### config.mk
export PLATFORM = sky130hd
export DESIGN_NAME = imem_loader
export DESIGN_NICKNAME = d
export VERILOG_FILES = /design/src/rtl/imem_loader.sv
export SDC_FILE = /design/constraint.sdc
export NUM_CORES = 1
export LEC_CHECK = 0
export BUFFER_PORTS_ARGS = -buffer_cell sky130_fd_sc_hd__buf_2
export CAP_MARGIN = 20
export CORE_ASPECT_RATIO = 1.4
export CORE_MARGIN = 1.5
export CORE_UTILIZATION = 57
export CTS_BUF_LIST = sky130_fd_sc_hd__clkbuf_16
export DETAILED_ROUTE_END_ITERATION = 6
export GPL_TIMING_DRIVEN = 1
export HOLD_SLACK_MARGIN = 0.08
export PLACE_DENSITY = 0.79
export SETUP_SLACK_MARGIN = 0.1
export SYNTH_ARGS = -nofsm -noshare
export SYNTH_HDL_FRONTEND = slang
export SYNTH_SLANG_ARGS = --single-unit
### constraint.sdc
create_clock -name clk -period 3 [get_ports clk]
set_clock_uncertainty 0.1 [all_clocks]
set_input_delay 0.6 -clock clk [delete_from_list [all_inputs] [get_ports clk]]
set_output_delay 0.6 -clock clk [all_outputs]
set_load 0.1 [all_outputs]
### src/rtl/imem_loader.sv
// Loads a length-prefixed LE byte stream into instruction memory, one write per word; IMEM_LOADER_CHECKSUM_EN adds a trailing XOR check byte.
// Latency: write strobe the cycle after a word's 4th byte; done/error one cycle after the final byte.
// Backpressure: in_ready only in load states; a byte moves on in_valid && in_ready, one per cycle.
module imem_loader #(
    parameter int ADDR_WIDTH = 8
) (
    input  logic                  clk,
    input  logic                  reset,
    input  logic                  start,
    input  logic                  in_valid,
    input  logic [7:0]            in_data,
    output logic                  in_ready,
    output logic                  imem_we,
    output logic [ADDR_WIDTH-1:0] imem_addr,
    output logic [31:0]           imem_wdata,
    output logic                  cpu_hold,
    output logic                  done,
    output logic                  error
);

    typedef enum logic [2:0] {
        S_IDLE   = 3'd0,
        S_LEN_LO = 3'd1,
        S_LEN_HI = 3'd2,
        S_DATA   = 3'd3,
        S_DONE   = 3'd4,
        S_ERR    = 3'd5
`ifdef IMEM_LOADER_CHECKSUM_EN
        , S_CSUM = 3'd6
`endif
    } state_t;

`ifdef IMEM_LOADER_CHECKSUM_EN
    localparam state_t S_END = S_CSUM;
`else
    localparam state_t S_END = S_DONE;
`endif

    localparam logic [16:0] CAPACITY = 17'(1) << ADDR_WIDTH;

    state_t                state_q, state_d;
    logic [7:0]            len_lo_q, len_lo_d;
    logic [15:0]           words_rem_q, words_rem_d;
    logic [ADDR_WIDTH-1:0] word_idx_q, word_idx_d;
    logic [1:0]            byte_idx_q, byte_idx_d;
    logic [23:0]           part_q, part_d;
    logic                  in_ready_q, in_ready_d;
    logic                  imem_we_q, imem_we_d;
    logic [ADDR_WIDTH-1:0] imem_addr_q, imem_addr_d;
    logic [31:0]           imem_wdata_q, imem_wdata_d;
    logic                  cpu_hold_q, cpu_hold_d;
    logic                  done_q, done_d;
    logic                  error_q, error_d;
`ifdef IMEM_LOADER_CHECKSUM_EN
    logic [7:0]            csum_q, csum_d;
`endif

    logic        accept;
    logic        start_ok;
    logic [15:0] len_n;

    always_comb begin
        state_d      = state_q;
        len_lo_d     = len_lo_q;
        words_rem_d  = words_rem_q;
        word_idx_d   = word_idx_q;
        byte_idx_d   = byte_idx_q;
        part_d       = part_q;
        imem_we_d    = 1'b0;
        imem_addr_d  = imem_addr_q;
        imem_wdata_d = imem_wdata_q;
`ifdef IMEM_LOADER_CHECKSUM_EN
        csum_d       = csum_q;
`endif
        accept   = in_valid && in_ready_q;
        start_ok = start && (state_q == S_IDLE || state_q == S_DONE || state_q == S_ERR);
        len_n    = {in_data, len_lo_q};

        if (start_ok) begin
            state_d     = S_LEN_LO;
            words_rem_d = 16'd0;
            word_idx_d  = '0;
            byte_idx_d  = 2'd0;
`ifdef IMEM_LOADER_CHECKSUM_EN
            csum_d      = 8'd0;
`endif
        end

        case (state_q)
            S_LEN_LO: if (accept) begin
                len_lo_d = in_data;
                state_d  = S_LEN_HI;
            end
            S_LEN_HI: if (accept) begin
                words_rem_d = len_n;
                if ({1'b0, len_n} > CAPACITY) state_d = S_ERR;
                else if (len_n == 16'd0)      state_d = S_END;
                else                          state_d = S_DATA;
            end
            S_DATA: if (accept) begin
                byte_idx_d = byte_idx_q + 2'd1;
                case (byte_idx_q)
                    2'd0: part_d[7:0]   = in_data;
                    2'd1: part_d[15:8]  = in_data;
                    2'd2: part_d[23:16] = in_data;
                    default: begin
                        imem_we_d    = 1'b1;
                        imem_addr_d  = word_idx_q;
                        imem_wdata_d = {in_data, part_q};
                        words_rem_d  = words_rem_q - 16'd1;
                        // Index is left alone on the last word so it never wraps at full capacity.
                        if (words_rem_q == 16'd1) state_d = S_END;
                        else                      word_idx_d = word_idx_q + ADDR_WIDTH'(1);
                    end
                endcase
            end
`ifdef IMEM_LOADER_CHECKSUM_EN
            S_CSUM: if (accept) begin
                state_d = (in_data == csum_q) ? S_DONE : S_ERR;
            end
`endif
            default: ;
        endcase

`ifdef IMEM_LOADER_CHECKSUM_EN
        if (accept && state_q != S_CSUM) csum_d = csum_q ^ in_data;
`endif

        in_ready_d = (state_d == S_LEN_LO) || (state_d == S_LEN_HI) || (state_d == S_DATA);
`ifdef IMEM_LOADER_CHECKSUM_EN
        if (state_d == S_CSUM) in_ready_d = 1'b1;
`endif
        // Status follows the state by one cycle so the final write lands before the CPU is released.
        done_d     = (state_q == S_DONE) && !start_ok;
        error_d    = (state_q == S_ERR) && !start_ok;
        cpu_hold_d = start_ok || !(state_q == S_IDLE || state_q == S_DONE);
    end

    always_ff @(posedge clk) begin
        if (reset) begin
            state_q      <= S_IDLE;
            len_lo_q     <= 8'd0;
            words_rem_q  <= 16'd0;
            word_idx_q   <= '0;
            byte_idx_q   <= 2'd0;
            part_q       <= 24'd0;
            in_ready_q   <= 1'b0;
            imem_we_q    <= 1'b0;
            imem_addr_q  <= '0;
            imem_wdata_q <= 32'd0;
            cpu_hold_q   <= 1'b0;
            done_q       <= 1'b0;
            error_q      <= 1'b0;
`ifdef IMEM_LOADER_CHECKSUM_EN
            csum_q       <= 8'd0;
`endif
        end else begin
            state_q      <= state_d;
            len_lo_q     <= len_lo_d;
            words_rem_q  <= words_rem_d;
            word_idx_q   <= word_idx_d;
            byte_idx_q   <= byte_idx_d;
            part_q       <= part_d;
            in_ready_q   <= in_ready_d;
            imem_we_q    <= imem_we_d;
            imem_addr_q  <= imem_addr_d;
            imem_wdata_q <= imem_wdata_d;
            cpu_hold_q   <= cpu_hold_d;
            done_q       <= done_d;
            error_q      <= error_d;
`ifdef IMEM_LOADER_CHECKSUM_EN
            csum_q       <= csum_d;
`endif
        end
    end

    assign in_ready   = in_ready_q;
    assign imem_we    = imem_we_q;
    assign imem_addr  = imem_addr_q;
    assign imem_wdata = imem_wdata_q;
    assign cpu_hold   = cpu_hold_q;
    assign done       = done_q;
    assign error      = error_q;

endmodule

==> flow_summary.json <==
{
  "status": "completed",
  "grt-ovfl-total": 0,
  "cts_max_level": 3,
  "drive_above_1_share_pct": 14.5,
  "clock_sinks": 106,
  "hold_viol_final": 0,
  "start_util_pct": 58.7,
  "dieArea_mm2": 0.00848,
  "swShare_pct": 23.8,
  "hold_end": "imem_wdata[20]",
  "coreArea_mm2": 0.00770,
  "hpwl_um": 7930,
  "yosysWarnings": 0,
  "pwr-share-clk_pct": 40.3,
  "routed_via_density": 5.95,
  "rr_worst_depth": 5,
  "required_ps": 3170,
  "end_kind": "flop",
  "final_antenna_net_count": 0,
  "grt_pass1_vias": 3909,
  "synth_cell_types": 52,
  "power_leakage_nw": 1.92,
  "synthCells": 567,
  "power_density_mw_per_mm2": 512,
  "layout_commonest_cell": "nand2_1",
  "syn_nets": 586,
  "seq_area_frac_synth_pct": 47.0,
  "hold_depth": 2,
  "routedWlPerCell_um": 16.6,
  "drcViolationCount": 0,
  "setup_tns_ps": 0,
  "finalMaxSlewViolations": 0,
  "ir_drop_uv": 277,
  "totalWireLength_um": 11900,
  "rsz0062_at_grt": "false",
  "setup_viol": 0,
  "die_w_um": 78.3,
  "grt_usage_pct": 29.2,
  "seq_power_share_pct": 54.3,
  "num-nets-final": 629,
  "ff2ff_setup_slack_ps": 630,
  "clk_pin_slew_ps": 70,
  "syn_area_mm2": 0.00452,
  "vias": 4239,
  "cts_tree": "built",
  "async_flop_share_pct": 0,
  "die_h_um": 108,
  "min_path_type": "reg -> reg",
  "cp-start-kind": "flop",
  "final_cell_mix": "nand2_1 (125), dfxtp_1 (106), a21oi_1 (84), buf_2 (56), nor2_1 (44)",
  "grt_pass1_wl_um": 19100,
  "worstPathMaxFanout": 15,
  "synth.avg_cell_area_um2": 7.97,
  "p_comb_share_pct": 5.4,
  "synth-edff-count": 0,
  "synth_seq_cells": 106,
  "max_slew_margin_pct": 33.6,
  "fin_crit_ps": 2370,
  "cts-root-buf": "clkbuf_16",
  "grt_max_degree": 57,
  "fin_crit_sh_pct": 79.1,
  "numCtsBuffers": 9,
  "cts_hold_buf": 0,
  "cts_resized": 0,
  "utilization_pct": 66.6,
  "drtIter0Drc": 339,
  "synth-main-ff-cell": "dfxtp_1",
  "clk_latency_ps": 340,
  "io_pins": 57,
  "r2r_end": "words_rem_q[6]",
  "worstHoldStart": "part_q[20]",
  "insertedDiodeCount": 0,
  "rows": 38,
  "antenna_found_initial": 0,
  "gp_congestion": 0.903,
  "port_buffers": 56,
  "synthToLayoutAreaGrowth_pct": 13.5,
  "post_cts_buffers": 0,
  "drv_cap": 0,
  "internal-power_w": 0.00200,
  "clockBufferDepth": 2,
  "path_class": "reg -> reg",
  "switchingPower_w": 0.000626,
  "first_pass_iters": 5,
  "r2r-start": "state_q[0]",
  "max_freq_mhz": 421,
  "cp.arrival_ps": 2540,
  "worst_pin_slew_ps": 992
}
-- sequential cells by signal, summed over array words and instances (netlist names) --
register     count
part_q          24
words_rem_q     16
imem_addr        8
cpu_hold         1
len_lo_q         8
error            1
imem_wdata      32
imem_we          1
done             1
byte_idx_q       2
word_idx_q       8
in_ready         1
state_q          3
-- per-layer routing --
metal | track usage [%] | part of all wire [%]
met1 | 34.7 | 41
met2 | 50.3 | 50
met3 | 5.32 | 5.6
met4 | 14.8 | 3.2
met5 | 0 | 0
-- cells in the mapped netlist, types with 5 or more instances --
cell type    n  area [um^2]
nand2_1    125          469
o21ai_0      7         35.0
a22oi_1      5         37.5
inv_1        6         22.5
nand2b_1     6         37.5
clkbuf_1    29          109
nor4_1       6         37.5
nand3_1     30          150
nor2_1      45          169
a31oi_1      5         31.3
xor2_1       5         43.8
a21oi_1     84          420
dfxtp_1    106         2120
mux2i_1      8         80.1
o211ai_1     7         52.6
ha_1         7         87.6
a221oi_1     7         61.3
nor3_1      20          100
-- layout make-up --
class | count | area [um^2]
clock buffers | 9 | 225
multi-input cells | 419 | 2230
clock inverters | 5 | 32.5
well taps | 100 | 125
inverters | 6 | 22.5
repair buffers | 68 | 370
flip-flops and latches | 106 | 2120
fillers | 668 | 2570
-- worst max-delay path, cell delays in order, from the launching register on --
cell     delay, ps
dfxtp_1        620
nor2b_1        270
nor2_1         120
nor2_1         780
o21ai_0        220
a31oi_1        190
-- power by group through the flow --
stage                     clock network [W]  registers [W]   logic, W
after floorplan                           0        0.00147  0.0000748
after global placement                    0        0.00146   0.000138
after detailed placement                  0        0.00146   0.000140
after CTS                           0.00107        0.00143   0.000140
after global routing                0.00114        0.00143   0.000151
final                               0.00106        0.00143   0.000142
-- logic make-up (layout without fill, tap and decap cells) --
logic type,Yosys count,count (layout),synth area share (%)
AND/OR/NAND/NOR,261,261,26.1
XOR/XNOR,6,6,1.16
multiplexers,8,8,1.77
AO/OA/AOI/OAI,137,137,18.4
buffers and inverters,42,88,3.76
flip-flops,106,106,47.0
adder cells (fa/ha/maj),7,7,1.94
-- stage by stage --
| stage | total power (W) | setup slack (ps) | std cells | hold slack [ps] | area (um^2) |
|---|---|---|---|---|---|
| floorplan | 0.00154 | 297 | 567 | 332 | 4520 |
| global placement | 0.00160 | 677 | 699 | 337 | 4870 |
| detailed placement | 0.00160 | 617 | 699 | 344 | 4870 |
| CTS | 0.00264 | 650 | 713 | 353 | 5130 |
| global route | 0.00272 | 494 | 713 | 371 | 5130 |
| finish | 0.00263 | 627 | 713 | 348 | 5130 |
-- how the worst max path moves through the flow --
stage / endpoint / slack [ps] / startpoint / depth (start not counted)
after floorplan: word_idx_q[7] / 300 / in_ready / 6
after global placement: words_rem_q[6] / 680 / in_valid / 6
after detailed placement: words_rem_q[6] / 620 / in_valid / 6
after CTS: words_rem_q[6] / 650 / state_q[0] / 5
after global routing: words_rem_q[6] / 490 / state_q[0] / 5
final: words_rem_q[6] / 630 / state_q[0] / 5
(Power assumes the default switching activity.)
